`config.mk`:
```
export PLATFORM = sky130hd
export DESIGN_NAME = baud_ctrl
export DESIGN_NICKNAME = d
export VERILOG_FILES = /design/src/rtl/baud_ctrl.sv
export SDC_FILE = /design/constraint.sdc
export NUM_CORES = 1
export LEC_CHECK = 0
export CAP_MARGIN = 30
export CORE_MARGIN = 4
export CORE_UTILIZATION = 43
export CTS_CLUSTER_SIZE = 8
export DETAILED_ROUTE_END_ITERATION = 8
export HOLD_SLACK_MARGIN = 0.03
export PLACE_DENSITY = 0.72
export SYNTH_ARGS = -nofsm -noshare
export SYNTH_HDL_FRONTEND = slang
export SYNTH_SLANG_ARGS = --single-unit
```
`constraint.sdc`:
```
create_clock -name CLK100MHZ -period 4.2 [get_ports CLK100MHZ]
set_input_delay 1.05 -clock CLK100MHZ [delete_from_list [all_inputs] [get_ports CLK100MHZ]]
set_output_delay 1.05 -clock CLK100MHZ [all_outputs]
set_load 0.02 [all_outputs]
```
`src/rtl/baud_ctrl.sv`:
```
// baud_ctrl -- sequences a baud-rate change for a UART baud clock divider.
//
// A request (cfg_req/cfg_ack 4-phase handshake) latches the requested rate,
// waits for both UART directions to go idle (bounded by IDLE_TIMEOUT), then
// loads the divider half-period limit while holding the divider in reset for
// HOLD_CYCLES. It then waits SETTLE_CYCLES before reporting the new rate as
// valid and acknowledging.
//
// Optional feature macro: BAUD_CUSTOM_EN
//   When defined, adds input cust_lim; baud_sel=7 then uses the cust_lim
//   value latched at acceptance. A cust_lim value below 2 is rejected
//   immediately with cfg_err and count_lim unchanged.
//
// Ports:
//   CLK100MHZ   in   system clock, rising edge
//   resetn      in   synchronous active-low reset
//   baud_sel    in   [2:0] requested rate index
//   cfg_req     in   configuration request
//   busy_tx     in   UART transmitter busy
//   busy_rx     in   UART receiver busy
//   cust_lim    in   [11:0] custom limit (BAUD_CUSTOM_EN only)
//   count_lim   out  [11:0] divider half-period limit
//   div_resetn  out  active-low divider reset
//   rate_valid  out  count_lim applied and divider settled
//   cfg_ack     out  request complete, held until cfg_req drops
//   cfg_err     out  last request failed, sticky until next acceptance

module baud_ctrl #(
  parameter int unsigned HOLD_CYCLES   = 4,
  parameter int unsigned SETTLE_CYCLES = 16,
  parameter int unsigned IDLE_TIMEOUT  = 4095
) (
  input  logic        CLK100MHZ,
  input  logic        resetn,
  input  logic [2:0]  baud_sel,
  input  logic        cfg_req,
  input  logic        busy_tx,
  input  logic        busy_rx,
`ifdef BAUD_CUSTOM_EN
  input  logic [11:0] cust_lim,
`endif
  output logic [11:0] count_lim,
  output logic        div_resetn,
  output logic        rate_valid,
  output logic        cfg_ack,
  output logic        cfg_err
);

  localparam int unsigned MAX_A = (HOLD_CYCLES > SETTLE_CYCLES) ? HOLD_CYCLES : SETTLE_CYCLES;
  localparam int unsigned MAX_C = (MAX_A > IDLE_TIMEOUT) ? MAX_A : IDLE_TIMEOUT;
  localparam int unsigned CW    = (MAX_C < 2) ? 1 : $clog2(MAX_C + 1);

  localparam logic [11:0] RESET_LIM = 12'd326;

  typedef enum logic [2:0] {
    S_IDLE,
    S_WAIT_IDLE,
    S_HOLD,
    S_SETTLE,
    S_DONE
  } state_t;

  function automatic logic [11:0] rate_lim(input logic [2:0] sel);
    logic [11:0] lim;
    case (sel)
      3'd0:    lim = 12'd2604;
      3'd1:    lim = 12'd1302;
      3'd2:    lim = 12'd651;
      3'd3:    lim = 12'd326;
      3'd4:    lim = 12'd163;
      3'd5:    lim = 12'd81;
      3'd6:    lim = 12'd54;
      default: lim = 12'd27;
    endcase
    return lim;
  endfunction

  state_t      state_q, state_d;
  logic [CW-1:0] cnt_q, cnt_d;
  logic [11:0] pend_q, pend_d;
  logic [11:0] count_lim_q, count_lim_d;
  logic        div_resetn_q, div_resetn_d;
  logic        rate_valid_q, rate_valid_d;
  logic        ack_q, ack_d;
  logic        err_q, err_d;

  logic [11:0] sel_lim;
  logic        bad_custom;

`ifdef BAUD_CUSTOM_EN
  assign sel_lim    = (baud_sel == 3'd7) ? cust_lim : rate_lim(baud_sel);
  assign bad_custom = (baud_sel == 3'd7) && (cust_lim < 12'd2);
`else
  assign sel_lim    = rate_lim(baud_sel);
  assign bad_custom = 1'b0;
`endif

  always_comb begin
    state_d      = state_q;
    cnt_d        = cnt_q;
    pend_d       = pend_q;
    count_lim_d  = count_lim_q;
    div_resetn_d = div_resetn_q;
    rate_valid_d = rate_valid_q;
    ack_d        = ack_q;
    err_d        = err_q;

    case (state_q)
      S_IDLE: begin
        div_resetn_d = 1'b1;
        ack_d        = 1'b0;
        if (cfg_req) begin
          pend_d = sel_lim;
          err_d  = 1'b0;
          cnt_d  = '0;
          if (bad_custom) begin
            // Invalid custom limit: reject without touching the divider.
            state_d      = S_DONE;
            err_d        = 1'b1;
            rate_valid_d = 1'b1;
            ack_d        = 1'b1;
          end else begin
            state_d      = S_WAIT_IDLE;
            rate_valid_d = 1'b0;
          end
        end
      end

      S_WAIT_IDLE: begin
        if (!busy_tx && !busy_rx) begin
          state_d      = S_HOLD;
          count_lim_d  = pend_q;
          div_resetn_d = 1'b0;
          cnt_d        = '0;
        end else if (cnt_q == CW'(IDLE_TIMEOUT - 1)) begin
          state_d      = S_DONE;
          err_d        = 1'b1;
          rate_valid_d = 1'b1;
          ack_d        = 1'b1;
          cnt_d        = '0;
        end else begin
          cnt_d = cnt_q + CW'(1);
        end
      end

      S_HOLD: begin
        if (cnt_q == CW'(HOLD_CYCLES - 1)) begin
          state_d      = S_SETTLE;
          div_resetn_d = 1'b1;
          cnt_d        = '0;
        end else begin
          cnt_d = cnt_q + CW'(1);
        end
      end

      S_SETTLE: begin
        if (cnt_q == CW'(SETTLE_CYCLES - 1)) begin
          state_d      = S_DONE;
          rate_valid_d = 1'b1;
          ack_d        = 1'b1;
          cnt_d        = '0;
        end else begin
          cnt_d = cnt_q + CW'(1);
        end
      end

      S_DONE: begin
        if (!cfg_req) begin
          state_d = S_IDLE;
          ack_d   = 1'b0;
          cnt_d   = '0;
        end
      end

      default: begin
        state_d = S_IDLE;
        cnt_d   = '0;
      end
    endcase
  end

  always_ff @(posedge CLK100MHZ) begin
    if (!resetn) begin
      state_q      <= S_IDLE;
      cnt_q        <= '0;
      pend_q       <= RESET_LIM;
      count_lim_q  <= RESET_LIM;
      div_resetn_q <= 1'b0;
      rate_valid_q <= 1'b1;
      ack_q        <= 1'b0;
      err_q        <= 1'b0;
    end else begin
      state_q      <= state_d;
      cnt_q        <= cnt_d;
      pend_q       <= pend_d;
      count_lim_q  <= count_lim_d;
      div_resetn_q <= div_resetn_d;
      rate_valid_q <= rate_valid_d;
      ack_q        <= ack_d;
      err_q        <= err_d;
    end
  end

  assign count_lim  = count_lim_q;
  assign div_resetn = div_resetn_q;
  assign rate_valid = rate_valid_q;
  assign cfg_ack    = ack_q;
  assign cfg_err    = err_q;

endmodule

```
==> run metrics <==
Gate Count Post-Synth=247; WP data arrival=2.90 ns; GRT Resource Usage Total=between 15 and 20%; initial core utilization=44.66%; post-synthesis register bit count=43; vias in the first global route=around 1600; total gr overflow=0; R2R depth=5; Worst Tran Pin Value=about 0.92 ns; Finished Cell Area=2287 µm²; Layout Skew=between 0.002 and 0.003 ns; die height=roughly 75 µm; critical setup path kind=primary input to flip-flop; FP Rows=24; HP Start=pend_q[2]; uppermost layer routed=met4; Vias=1745; die width=around 75 µm; Pre-Repair DR Iteration Count=4; met3 WL=186 µm; Syn. warnings=0; first-pass GRT wire length=between 7000 and 8000 µm; Final Slew Violations=0; global placement routability congestion=0.8727; HPWL after detailed placement=roughly 3000 µm; r2r endpoint=cfg_ack; clock buffer depth=2; RSZ-0062 raised after global routing=false; dominant synthesized flop cell=dfxtp_1; H-tree Lvls=2; post-route ant nets=0; highest clock rate=0.3733 GHz; crit start category=primary input; core footprint=~4400 µm²; Via-to-Cell Ratio=between 5 and 6; register area share after synthesis=~44%; max cap viols=0; syn_area_per_cell=7.928 µm²; worst rel slew slack=38.33%; DR WL/cell=13.64 µm; final setup TNS=0 ns; Critical Path Sink=cnt_q[3]; # DRC=0; CP Capture Type=flip-flop; Tmin final=2.679 ns; largest net degree at the start of global routing=30; Leak=between 0.8 and 0.9 nW; # setup viols final=0; 1st-iter DRT viols=135; Worst-path clk slew=0.08 ns; post-synthesis cell area=1958 µm²; die area=5697 µm²; CTS Hold Bufs=0; share of synthesized flip-flops with an asynchronous set or reset=0%; flop2flop setup slack=just over 2 ns; Worst VDD drop=0.3120 mV; distinct cell type count after synthesis=44; Met1 Wirelength=2104 µm; share of the synthesized area in the top cell type=43.96%; CTS buffer count=5; Final period util=approximately 64%; status=completed; largest area contributor in the netlist=dfxtp_1; WL met2=1937 µm; crit path launch=cfg_req; final WL=about 4300 µm; Synth area leaders=dfxtp_1 (44%), nand2_1 (8.2%), a21oi_1 (6.9%); Root Buffer Master=clkbuf_8; nets=between 200 and 300; ANT cells=0; Critical Path RT=between 4 and 5 ns; DP Area=2202 µm²; post-CTS resize count=0; worst hold slack=0.4491 ns; postcts setup bufs=0; worst skew pair latency=0.29 ns; HP Class=flip-flop to flip-flop; # port buffers=23; number of enable flip-flop cells after synthesis=0; Placement Setup Slack=1.242 ns; hold violation total from the final report=0; initial antenna violation count=0; CTS tree=built; Layout area overhead=16.80%; Crit Path Max Fanout=7; clk sinks=43; pwr dens=504.7 nW/µm²; post-synth net total=about 260; I/O Pins=24; Crit Reg-Reg Startpoint=cnt_q[8]; share of layout cells above drive strength 1=6.061%; Final WS setup=1.521 ns
worst max-delay path: stages:
cell and delay, ns:
clkdlybuf4s50_1 0.48, xor2_1 0.18, nor3_1 0.72, nand2_1 0.26, a31oi_1 0.22
cells in the mapped netlist, drive strengths merged, types with 2 or more instances:
master and n:
nand2 44, dfxtp 43, a21oi 28, nor2 20, nand3 18, nor3 14, clkbuf 12, a31oi 5
o21ai 5, and3 4, buf 4, inv 4, nand4 4, nor2b 4, nor4 4, or4 4
ha 2, mux2i 2, nand2b 2, o21a 2, o311ai 2, o31ai 2, xnor2 2, xor2 2
cell families after synthesis:
logic type      Yosys count  synth area share (%)
compound gates           53                 16.81
xor+xnor                  4                 1.789
fa+ha+maj                 2                 1.278
buf+inv                  20                 4.153
flops                    43                 43.96
mux                       2                 1.022
simple gates            123                 30.99
worst min path at each step:
| stage | end | slack (ns) | cells past startpoint |
|---|---|---|---|
| 2_1_floorplan | pend_q[2] | 0.42 | 2 |
| 3_3_place_gp | pend_q[2] | 0.43 | 2 |
| 3_5_place_dp | pend_q[2] | 0.43 | 2 |
| 4_1_cts | pend_q[2] | 0.45 | 2 |
| 5_1_grt | pend_q[2] | 0.47 | 2 |
| 6_report | pend_q[2] | 0.45 | 2 |
through the flow:
stage	util (%)	power (W)	cells
6_report	52.17	0.001154	316
5_1_grt	52.17	0.001235	316
4_1_cts	52.17	0.001165	316
3_5_place_dp	50.23	0.0009056	308
3_3_place_gp	50.23	0.0009014	308
2_1_floorplan	-	0.0007950	247
layout by cell type, fill, tap and decap left out, drive strengths merged, types with 2 or more instances in the layout:
cell type,instances
or4,4
o21a,2
clkdlybuf4s50,23
nor2,20
ha,2
mux2i,2
inv,4
o31ai,2
and3,4
nand3,18
xor2,2
clkbuf,6
o21ai,5
nand2b,2
xnor2,2
o311ai,2
a21oi,28
nor3,14
buf,2
nor2b,4
dfxtp,43
nor4,4
nand2,44
a31oi,5
nand4,4
layout make-up:
type                       count  area (µm²)
clock inverter                 2       12.51
timing repair buffer          25       245.2
sequential                    43       860.8
inverter                       4       15.01
clock buffer                   6       72.57
fill                         426        2097
multi-input combinational    184        1016
tap                           52       65.06
power breakdown:
part	total (W)	internal [W]	switching (W)
clock network	0.000256	0.000116	0.000140
logic	0.000371	0.000147	0.000224
registers	0.000527	0.000471	0.0000559
total	0.00115	0.000735	0.000419
routing by layer:
metal | track usage, % | vias up
met3 | 3.694 | 9
met1 | 23.40 | 790
met4 | 6.602 | 0
met2 | 25.02 | 37
met5 | 0 | -
li1 | - | 909
registers in the layout, indices dropped and copies added, names as in the netlist:
register	cells
state_q	3
cfg_ack	1
cfg_err	1
cnt_q	12
count_lim	12
pend_q	12
rate_valid	1
div_resetn	1
(Power assumes the default switching activity.)
